===== src/rtl/dsram_axi_bridge_pkg.sv =====
// Shared AXI field encodings and the bridge state type for the SRAM-to-AXI data port bridge.
package axi_defs;

  localparam logic [2:0] AXI_SIZE_BYTE = 3'd0;
  localparam logic [2:0] AXI_SIZE_HALF = 3'd1;
  localparam logic [2:0] AXI_SIZE_WORD = 3'd2;

  localparam logic [1:0] RESP_OKAY   = 2'b00;
  localparam logic [1:0] RESP_EXOKAY = 2'b01;
  localparam logic [1:0] RESP_SLVERR = 2'b10;
  localparam logic [1:0] RESP_DECERR = 2'b11;

  typedef enum logic [2:0] {
    ST_IDLE,
    ST_RD_AR,
    ST_RD_R,
    ST_WR_AW_W,
    ST_WR_B,
    ST_DONE
  } bridge_state_e;

endpackage


===== src/rtl/dsram_axi_bridge_strb_to_size.sv =====
// Maps a byte-strobe pattern to an AXI transfer size; irregular patterns fall back to a full word.
module strb_to_size
  import axi_defs::*;
(
  input  logic [3:0] strb,
  output logic [2:0] size
);

  logic [2:0] cnt;

  always_comb begin
    cnt = '0;
    for (int unsigned i = 0; i < 4; i++) begin
      cnt = cnt + {2'b00, strb[i]};
    end
    case (cnt)
      3'd1:    size = AXI_SIZE_BYTE;
      3'd2:    size = AXI_SIZE_HALF;
      default: size = AXI_SIZE_WORD;
    endcase
  end

endmodule


===== src/rtl/dsram_axi_bridge.sv =====
// SRAM-style core data port to single-beat AXI4 bridge, one outstanding transaction, stalls the core meanwhile.
module dsram_axi_bridge
  import axi_defs::*;
(
  input  logic        clk,
  input  logic        resetn,
  input  logic        req,
  input  logic [3:0]  wen,
  input  logic [31:0] addr,
  input  logic [31:0] wdata,
  output logic [31:0] rdata,
  output logic        stall,
  output logic        err,
  output logic [31:0] araddr,
  output logic [2:0]  arsize,
  output logic        arvalid,
  input  logic        arready,
  input  logic [31:0] r_data,
  input  logic [1:0]  rresp,
  input  logic        rvalid,
  output logic        rready,
  output logic [31:0] awaddr,
  output logic [2:0]  awsize,
  output logic        awvalid,
  input  logic        awready,
  output logic [31:0] w_data,
  output logic [3:0]  wstrb,
  output logic        wvalid,
  input  logic        wready,
  input  logic [1:0]  bresp,
  input  logic        bvalid,
  output logic        bready
);

  bridge_state_e state, state_nx;
  logic          aw_done, w_done, aw_done_nx, w_done_nx;
  logic          aw_hs, w_hs;
  logic [31:0]   addr_q, wdata_q;
  logic [3:0]    wen_q;

  always_ff @(posedge clk or negedge resetn) begin
    if (!resetn) begin
      state   <= ST_IDLE;
      aw_done <= 1'b0;
      w_done  <= 1'b0;
    end else begin
      state   <= state_nx;
      aw_done <= aw_done_nx;
      w_done  <= w_done_nx;
    end
  end

  always_comb begin
    state_nx   = state;
    aw_done_nx = aw_done;
    w_done_nx  = w_done;
    arvalid    = 1'b0;
    rready     = 1'b0;
    awvalid    = 1'b0;
    wvalid     = 1'b0;
    bready     = 1'b0;
    aw_hs      = 1'b0;
    w_hs       = 1'b0;
    stall      = 1'b1;
    case (state)
      ST_IDLE: begin
        stall = req;
        if (req) state_nx = (wen == 4'b0000) ? ST_RD_AR : ST_WR_AW_W;
      end
      ST_RD_AR: begin
        arvalid = 1'b1;
        if (arready) state_nx = ST_RD_R;
      end
      ST_RD_R: begin
        rready = 1'b1;
        if (rvalid) state_nx = ST_DONE;
      end
      ST_WR_AW_W: begin
        awvalid = !aw_done;
        wvalid  = !w_done;
        aw_hs   = awvalid && awready;
        w_hs    = wvalid && wready;
        // Flags clear on exit so the next write starts with both channels pending.
        if ((aw_done || aw_hs) && (w_done || w_hs)) begin
          state_nx   = ST_WR_B;
          aw_done_nx = 1'b0;
          w_done_nx  = 1'b0;
        end else begin
          aw_done_nx = aw_done || aw_hs;
          w_done_nx  = w_done || w_hs;
        end
      end
      ST_WR_B: begin
        bready = 1'b1;
        if (bvalid) state_nx = ST_DONE;
      end
      ST_DONE: begin
        stall    = 1'b0;
        state_nx = ST_IDLE;
      end
      default: state_nx = ST_IDLE;
    endcase
  end

  always_ff @(posedge clk or negedge resetn) begin
    if (!resetn) begin
      addr_q  <= '0;
      wdata_q <= '0;
      wen_q   <= '0;
      rdata   <= '0;
      err     <= 1'b0;
    end else begin
      if (state == ST_IDLE && req) begin
        addr_q  <= addr;
        wdata_q <= wdata;
        wen_q   <= wen;
      end
      if (state == ST_RD_R && rvalid) rdata <= r_data;
      err <= (state == ST_RD_R && rvalid && rresp != RESP_OKAY) ||
             (state == ST_WR_B && bvalid && bresp != RESP_OKAY);
    end
  end

  strb_to_size u_strb_to_size (
    .strb (wen_q),
    .size (awsize)
  );

  assign araddr = {addr_q[31:2], 2'b00};
  assign arsize = AXI_SIZE_WORD;
  assign awaddr = addr_q;
  assign w_data = wdata_q;
  assign wstrb  = wen_q;

endmodule


===== config.mk =====
export PLATFORM = sky130hd
export DESIGN_NAME = dsram_axi_bridge
export DESIGN_NICKNAME = d
export VERILOG_FILES = /design/src/rtl/dsram_axi_bridge_pkg.sv /design/src/rtl/dsram_axi_bridge_strb_to_size.sv /design/src/rtl/dsram_axi_bridge.sv
export SDC_FILE = /design/constraint.sdc
export NUM_CORES = 1
export LEC_CHECK = 0
export ABC_AREA = 1
export ABC_CLOCK_PERIOD_IN_PS = 4750
export CAP_MARGIN = 20
export CORE_MARGIN = 2
export CORE_UTILIZATION = 30
export DETAILED_ROUTE_END_ITERATION = 10
export PLACE_DENSITY = 0.63
export SLEW_MARGIN = 0
export SYNTH_ARGS = -nofsm -noshare
export SYNTH_HDL_FRONTEND = slang
export SYNTH_HIERARCHICAL = 1
export SYNTH_SLANG_ARGS = --single-unit

===== constraint.sdc =====
create_clock -name clk -period 4.75 [get_ports clk]
set_input_delay 0.95 -clock clk [delete_from_list [all_inputs] [get_ports clk]]
set_output_delay 0.95 -clock clk [all_outputs]
set_load 0.1 [all_outputs]

==> results of run 1 <==
[final timing paths]
path | to | slack (ns)
setup / recovery | rready | 1.05
hold / removal | rdata[1]$_DFFE_PN0P_ | 0.47
setup reg to reg | w_data[8]$_DFFE_PN0P_ | 2.24
hold reg to reg | rdata[1]$_DFFE_PN0P_ | 0.47
max in group asynchronous | awaddr[14]$_DFFE_PN0P_ | 3.26
min in group asynchronous | awaddr[18]$_DFFE_PN0P_ | 0.48
[cells in the final DEF, fill, tap and decap left out, types with 3 or more instances in the layout]
cell type / synthesis / routed
conb_1: 3 / 6
inv_1: 21 / 20
nand3_1: 37 / 37
inv_2: 3 / 4
o21ai_0: 64 / 64
clkbuf_16: 0 / 9
clkbuf_1: 14 / 3
nor2_1: 8 / 8
dfrtp_1: 106 / 106
nand4_1: 3 / 3
o21ai_1: 8 / 8
nand2_1: 218 / 218
buf_4: 37 / 8
clkdlybuf4s50_1: 0 / 246
[metrics by stage]
| step | utilization [%] | cell area (um2) |
|---|---|---|
| global placement | 45.2 | 7100 |
| CTS | 47.0 | 7390 |
| floorplan | - | 4780 |
| global route | 47.2 | 7420 |
| detailed placement | 45.2 | 7100 |
| finish | 47.2 | 7420 |
[synthesized netlist by cell type]
cell	count	area (um2)
inv_2	3	11.3
inv_1	21	78.8
o21bai_1	1	7.51
nand2_2	1	6.26
clkbuf_2	1	5.00
ha_1	2	25.0
nand2_1	218	818
nor2_2	1	6.26
dfrtp_1	106	2650
nor2_4	2	22.5
a21oi_1	2	10.0
o22ai_2	1	12.5
o21ai_0	64	320
clkbuf_1	14	52.6
o21ai_1	8	40.0
nor3_1	1	5.00
nand4_1	3	18.8
buf_6	9	101
conb_1	3	11.3
a31oi_1	1	6.26
nand2_4	1	11.3
buf_2	7	35.0
nand3_1	37	185
fa_1	1	20.0
buf_4	37	278
nor2_1	8	30.0
[routing by layer]
layer / up-vias / track usage, % / share of wire [%]
met3: 15 / 3.49 / 6.9
met4: 0 / 6.33 / 1.8
met2: 159 / 27.2 / 49
li1: 2103 / - / -
met1: 2031 / 20.9 / 42
met5: - / 0 / 0
[area by class of cell]
type / instances / area [um2] / share of cell area (%)
Sequential cell: 106 / 2650 / 35.8
Timing Repair Buffer: 255 / 2550 / 34.4
Multi-Input combinational cell: 358 / 1570 / 21.1
Tap cell: 216 / 270 / 3.64
Clock buffer: 13 / 250 / 3.37
Inverter: 24 / 90.1 / 1.21
Clock inverter: 2 / 37.5 / 0.506
[cell families (layout without fill, tap and decap cells)]
family	Yosys count	in the layout	share of synthesized area, %
flip-flops	106	106	55.6
other	3	6	0.236
AO/OA/AOI/OAI	77	77	8.31
adder cells (fa/ha/maj)	3	3	0.944
buffers and inverters	92	294	11.8
AND/OR/NAND/NOR	272	272	23.1
[worst max-delay path, delay by kind of cell (launching register included)]
kind | cells | cell delay [ns]
buf+inv | 3 | 1.78
flops | 1 | 0.45
simple gates | 2 | 0.17
[flip-flops by register name, summed over array words and instances, names as in the netlist]
signal   flops
wstrb        4
w_done       1
rdata       32
state        3
w_data      32
err          1
aw_done      1
awaddr      32
==> key figures, run 1 <==
Outcome
  – Status: finished, final reports clean

Clock network
  – Root Driver: clkbuf_16
  – Resized Gates After CTS: 0
  – CTS buffer count: 9
  – Clock sink count: 106
  – H-tree depth: 3
  – Cts hold-fix bufs: 0
  – CTS tree: built
  – Post-CTS Setup Inserts: 0
  – Worst-case clock buffer depth: 2
  – Clk pin slew, worst setup/hold paths: 0.07 ns
  – Clk_lat worst skew: 0.34 ns

Synthesis
  – Netlist cell types: 26
  – Seq cells post-synth: 106
  – Syn avg cell area: 8.63 um2
  – Post-Syn Area: 4770 um2
  – Synth Instances: 553
  – Yosys synthesis warning count: 6
  – Sequential-to-total area share from yosys stat: 55.6%

Setup path
  – Largest stage delay on the critical path: 1.25 ns
  – CP max FO: 34
  – CP most frequent cell: inv_2
  – Required @ worst endpoint: 3.80 ns
  – Crit Reg-Reg Startpoint: state[2]$_DFFE_PN0P_
  – Crit start category: register
  – Critical path startpoint: state[1]$_DFFE_PN0P_
  – WP data arrival: 2.75 ns
  – Crit path kind: register to output pin
  – Crit-path slowest cell: clkdlybuf4s50_1
  – Worst-path cell chain: inv_2 > nor2_2 > nand2_1 > inv_2 > clkdlybuf4s50_1
  – CP Capture Type: output pin
  – Worst r2r path cells: 6

Detailed routing
  – Drt drc: 0
  – Via/cell ratio: 4.42
  – DR iter-0 viols: 162
  – Routed wire length: 14.1 mm
  – Final ANT Viol Nets: 0
  – Routed vias: 4308
  – WL per Instance: 14.4 um
  – Detailed Routing Iterations Pass 1: 4

Global route
  – First-pass GRT wire length: 21.6 mm
  – Largest net degree at the start of global routing: 81
  – Initial antenna violation count: 0
  – Number of global-route vias before repair: 4068
  – Global route overflow: 0
  – Total GRT Usage: 16.3%

Finish
  – Ratio of cells with drive above 1 in the final layout: 4.09%
  – Finished Layout Cells: 974
  – N_diodes: 0
  – Area delta synth->final: 55.5%
  – Fillers: 1493
  – Layout Nets: 869

STA
  – Worst slew pin tran: 1.05 ns
  – TNS Setup: 0 ns
  – Rel. slew slack: 29.9%
  – RSZ-0062 raised after global routing: no
  – Setup WS post-layout: 1.05 ns
  – Achievable Freq: 0.270 GHz
  – Layout Skew: 0.00757 ns
  – Max-slew violation count: 0
  – Min cycle time layout: 3.70 ns
  – Final Hold Fails: 0
  – # setup viols final: 0
  – Final Cycle Share: 77.9%
  – Hold WS: 0.472 ns

Worst hold path
  – Hold path depth: 2
  – Hold path startpoint: rdata[1]$_DFFE_PN0P_
  – Hold crit path type: register to register

Floorplanning
  – Die area: 16900 um2
  – Initial Util: 30.4%
  – Total core area: 15700 um2
  – Site Rows: 46
  – Die width: 130 um
  – Ports: 257
  – Die Y: 130 um

Placed design
  – Post-DP HPWL: 9.98 mm
  – Routability-driven placement congestion ratio: 0.866
  – Placed cell count: 958
  – Port Buffers: 250
  – Pre-CTS setup slack: 1.40 ns

Run
  – Max-Cap Viols: 0
Power of run 1 is left out: the tool's default activity adds up to more than one toggle a clock period on the data nets, which glitch-free logic cannot reach.
==> run 2: changes to the inputs <==
- ABC_CLOCK_PERIOD_IN_PS: 4750 -> 2970
- PLACE_DENSITY: 0.63 -> 0.66
- clock period: 4.75 -> 2.97 ns (I/O delays scaled with it)
==> run 2 against run 1 <==
Compared with the run above:
- first-iteration DRC count rose by 39%
- sequential cell count did not move
- cell area fell by 2.9%
- largest cell class unchanged
- global-route usage fell by 0.52 points
==> key figures, run 2 (synthesized netlist as in run 1, its figures left out) <==
Global route
  – Initial antenna violation count: 0
  – Largest net degree at the start of global routing: 69
  – Global route overflow: 0
  – First-pass GRT wire length: 20.8 mm
  – Total GRT Usage: 15.8%
  – Number of global-route vias before repair: 3901

Finish
  – Most frequent cells in the layout: nand2_1, buf_4, clkdlybuf4s50_1, dfrtp_1, o21ai_0
  – Area delta synth->final: 51.0%
  – N_diodes: 0
  – Ratio of cells with drive above 1 in the final layout: 23.5%
  – Finished Layout Cells: 978
  – Layout Nets: 872
  – Commonest non-fill, non-tap cell in the layout: nand2_1

Setup path
  – Delay-heaviest family, CP: adder cells
  – Largest stage delay on the critical path: 0.54 ns
  – CP max FO: 3
  – Crit start category: register
  – Worst r2r path cells: 6
  – WP data arrival: 2.27 ns
  – Crit path kind: register to output pin
  – CP Capture Type: output pin
  – Crit-path slowest cell: fa_1
  – Required @ worst endpoint: 2.38 ns
  – CP Depth: 9
  – Buf/Inv on CP: 3
  – Worst-path cell chain: inv_1 > fa_1 > inv_1 > ha_1 > ha_1 > nand2_2 > nand2_1 > nand2_4 > buf_12

STA
  – # setup viols final: 0
  – Final Hold Fails: 0
  – Final Cycle Share: 96.3%
  – Min cycle time layout: 2.86 ns
  – Layout Skew: 0.00822 ns
  – Achievable Freq: 0.350 GHz
  – Max-slew violation count: 0
  – Rel. slew slack: 49.2%
  – RSZ-0062 raised after global routing: no
  – Worst slew pin tran: 0.760 ns

Detailed routing
  – WL per Instance: 14.0 um
  – Detailed Routing Iterations Pass 1: 4
  – Routed wire length: 13.7 mm
  – Final ANT Viol Nets: 0
  – Routed vias: 4267
  – Via/cell ratio: 4.36
  – Drt drc: 0
  – DR iter-0 viols: 225

Placed design
  – Post-DP HPWL: 9.65 mm
  – Routability-driven placement congestion ratio: 0.730
  – Placed cell count: 962
  – Port Buffers: 250

Clock network
  – Cts hold-fix bufs: 0
  – Clock sink count: 106
  – Resized Gates After CTS: 0
  – Clk pin slew, worst setup/hold paths: 0.07 ns
  – Clk_lat worst skew: 0.35 ns
  – CTS buffer count: 9
  – H-tree depth: 3
  – Post-CTS Setup Inserts: 0
  – Worst-case clock buffer depth: 2
  – Root Driver: clkbuf_16
  – CTS tree: built

Worst hold path
  – Hold crit path type: primary input to asynchronous set/reset pin

Floorplanning
  – Die width: 130 um
  – Total core area: 15700 um2
  – Initial Util: 30.4%
  – Site Rows: 46
  – Die Y: 130 um
  – Die area: 16900 um2
  – Ports: 257

Run
  – Max-Cap Viols: 0

Outcome
  – Status: finished, final reports clean
run 2: cell types whose count changed in the layout (fill, tap and decap cells not counted), sizes merged:
cell / change
clkinv: +1
clkdlybuf4s50: -136
bufinv: +1
clkbuf: -1
buf: +139
run 2: stage by stage:
stage | utilization, % | TNS, ns | cell area [um2] | hold slack (ns) | setup slack [ns]
final | 45.9 | 0 | 7210 | 0.289 | 0.109
after global routing | 45.9 | 0 | 7210 | 0.344 | 0.0161
after global placement | 43.8 | 0 | 6880 | 0.455 | 0.488
after CTS | 45.8 | 0 | 7200 | 0.314 | 0.0504
after detailed placement | 43.8 | 0 | 6880 | 0.460 | 0.432
after floorplan | - | -0.00896 | 4810 | 0.298 | -0.00896
run 2: worst paths after layout:
path,startpoint,slack (ns),to
max in group asynchronous,resetn,1.98,rdata[10]$_DFFE_PN0P_
min in group clk,rdata[13]$_DFFE_PN0P_,0.47,rdata[13]$_DFFE_PN0P_
hold reg to reg,rdata[13]$_DFFE_PN0P_,0.47,rdata[13]$_DFFE_PN0P_
setup / recovery,wstrb[0]$_DFFE_PN0P_,0.11,awsize[1]
setup reg to reg,state[2]$_DFFE_PN0P_,1.09,awaddr[11]$_DFFE_PN0P_
hold / removal,resetn,0.29,w_data[13]$_DFFE_PN0P_
run 2: layout make-up:
class / instances / area [um2]
clock buffers: 12 / 246
clock inverters: 4 / 76.3
fillers: 1551 / 8510
inverters: 24 / 90.1
multi-input cells: 358 / 1590
flip-flops and latches: 106 / 2660
well taps: 216 / 270
repair buffers: 258 / 2270
run 2: routing by layer:
metal / vias to the layer above / track usage [%] / part of all wire (%)
li1: 2110 / - / -
met4: 0 / 5.69 / 1.4
met5: - / 0 / 0
met1: 1984 / 20.0 / 42
met3: 12 / 4.31 / 8.3
met2: 161 / 26.0 / 48
Power of run 2 is left out for the same reason.
==> run 3: changes to the inputs <==
==> constraint.sdc (replaced) <==
create_clock -name clk -period 2.97 [get_ports clk]
set_input_delay 0.297 -clock clk [delete_from_list [all_inputs] [get_ports clk]]
set_output_delay 0.297 -clock clk [all_outputs]
set_load 0.1 [all_outputs]
==> run 3 against run 2 <==
Compared with the run above:
- die area unchanged
- final cell count increased by 0.10%
- core utilization rose by 0.080 points
- clock-buffer cell count is 3 lower
- fmax grew 12%
- critical endpoint unchanged
==> key figures, run 3 (synthesized netlist as in run 1, its figures left out) <==
Placed design
  – Port Buffers: 250
  – Routability-driven placement congestion ratio: 0.747
  – Post-DP HPWL: 9.57 mm

Clock network
  – CTS buffer count: 9
  – Root Driver: clkbuf_16
  – Clk_lat worst skew: 0.35 ns
  – H-tree depth: 3
  – CTS tree: built
  – Clock sink count: 106
  – Clk pin slew, worst setup/hold paths: 0.08 ns
  – Worst-case clock buffer depth: 2

Floorplanning
  – Site Rows: 46
  – Initial Util: 30.4%
  – Total core area: 15700 um2
  – Ports: 257
  – Die Y: 130 um
  – Die width: 130 um
  – Die area: 16900 um2

Finish
  – Ratio of cells with drive above 1 in the final layout: 23.1%
  – Area delta synth->final: 51.3%
  – Commonest non-fill, non-tap cell in the layout: nand2_1
  – Layout Nets: 873
  – N_diodes: 0
  – Most frequent cells in the layout: nand2_1, buf_4, clkdlybuf4s50_1, dfrtp_1, o21ai_0

Worst hold path
  – Hold crit path type: register to register
  – Hold Path End: rdata[16]$_DFFE_PN0P_
  – Hold path depth: 2
  – Hold path startpoint: rdata[16]$_DFFE_PN0P_

Setup path
  – Worst reg2reg path endpoint: rdata[1]$_DFFE_PN0P_
  – Required @ worst endpoint: 2.67 ns
  – Crit-path slowest cell: fa_1
  – R2r setup slk: 1.11 ns
  – Crit Reg-Reg Startpoint: state[2]$_DFFE_PN0P_
  – WP data arrival: 2.26 ns
  – Largest stage delay on the critical path: 0.53 ns
  – CP Capture Type: output pin
  – Critical path startpoint: wstrb[0]$_DFFE_PN0P_
  – Crit start category: register
  – Worst r2r path cells: 6
  – CP max FO: 3
  – Crit path kind: register to output pin
  – Worst-path cell chain: inv_1 > fa_1 > inv_1 > ha_1 > ha_1 > nand2_1 > nand2_1 > nand2_2 > buf_12

STA
  – Final Cycle Share: 86.1%
  – RSZ-0062 raised after global routing: no
  – Worst slew pin tran: 0.961 ns
  – Achievable Freq: 0.391 GHz
  – # setup viols final: 0
  – Final Hold Fails: 0
  – Layout Skew: 0.00816 ns
  – Min cycle time layout: 2.56 ns
  – Max-slew violation count: 0
  – Rel. slew slack: 35.7%
  – TNS Setup: 0 ns

Detailed routing
  – Final ANT Viol Nets: 0
  – DR iter-0 viols: 168
  – Via/cell ratio: 4.38
  – Detailed Routing Iterations Pass 1: 5
  – Drt drc: 0
  – WL per Instance: 14.0 um
  – Routed wire length: 13.7 mm
  – Routed vias: 4287

Global route
  – Global route overflow: 0
  – Largest net degree at the start of global routing: 69
  – Total GRT Usage: 16.0%
  – First-pass GRT wire length: 21.0 mm
  – Initial antenna violation count: 0
  – Number of global-route vias before repair: 4019

Outcome
  – Status: finished, final reports clean

Run
  – Max-Cap Viols: 0
## run 3: cell count changes in the layout (fill, tap and decap cells not counted), moves of 2 or more
cell	change
dfrtp_1	+2
clkbuf_1	-2
dfrtp_2	-2
buf_4	-2
inv_6	+2
## run 3: critical path: cells and delay by family, from the launching register on
| family | cells | cell delay [ns] |
|---|---|---|
| and+or+nand+nor | 3 | 0.29 |
| DFF | 1 | 0.37 |
| buffers and inverters | 3 | 0.27 |
| adders and majority gates | 3 | 0.98 |
## run 3: worst max-delay path by stage
stage / end / slack, ns / depth (start not counted)
2_1_floorplan: awsize[1] / 0.03 / 8
3_3_place_gp: awsize[1] / 0.81 / 9
3_5_place_dp: awsize[1] / 0.78 / 9
4_1_cts: awsize[1] / 0.39 / 9
5_1_grt: awsize[1] / 0.27 / 9
6_report: awsize[1] / 0.41 / 9
## run 3: layout make-up
class                   instances  area, um2
fillers                      1551       8490
flip-flops and latches        106       2650
repair buffers                259       2300
multi-input cells             358       1580
well taps                     216        270
clock buffers                   9        225
clock inverters                 7        101
inverters                      24       90.1
## run 3: timing repair
item                                   CTS  global route
buffers inserted                         0             0
hold buffers                             1             0
gates resized for setup                  0             0
endpoints found under the hold margin    4             0
## run 3: layer usage
layer	up-vias	share of wire (%)	global-route usage, %
li1	2122	-	-
met1	1986	44	21.2
met2	169	47	25.9
met3	10	7.9	3.94
met4	0	1.1	5.31
met5	-	0	0
## run 3: through the flow
step / worst slack (ns) / cell area, um2 / util (%) / hold slack (ns) / std cells
2_1_floorplan: 0.0277 / 4790 / - / 0.00141 / 556
3_3_place_gp: 0.805 / 6880 / 43.8 / 0.383 / 962
3_5_place_dp: 0.783 / 6880 / 43.8 / 0.387 / 962
4_1_cts: 0.394 / 7220 / 45.9 / 0.459 / 979
5_1_grt: 0.275 / 7220 / 45.9 / 0.471 / 979
6_report: 0.414 / 7220 / 45.9 / 0.473 / 979
Power of run 3 is left out for the same reason.
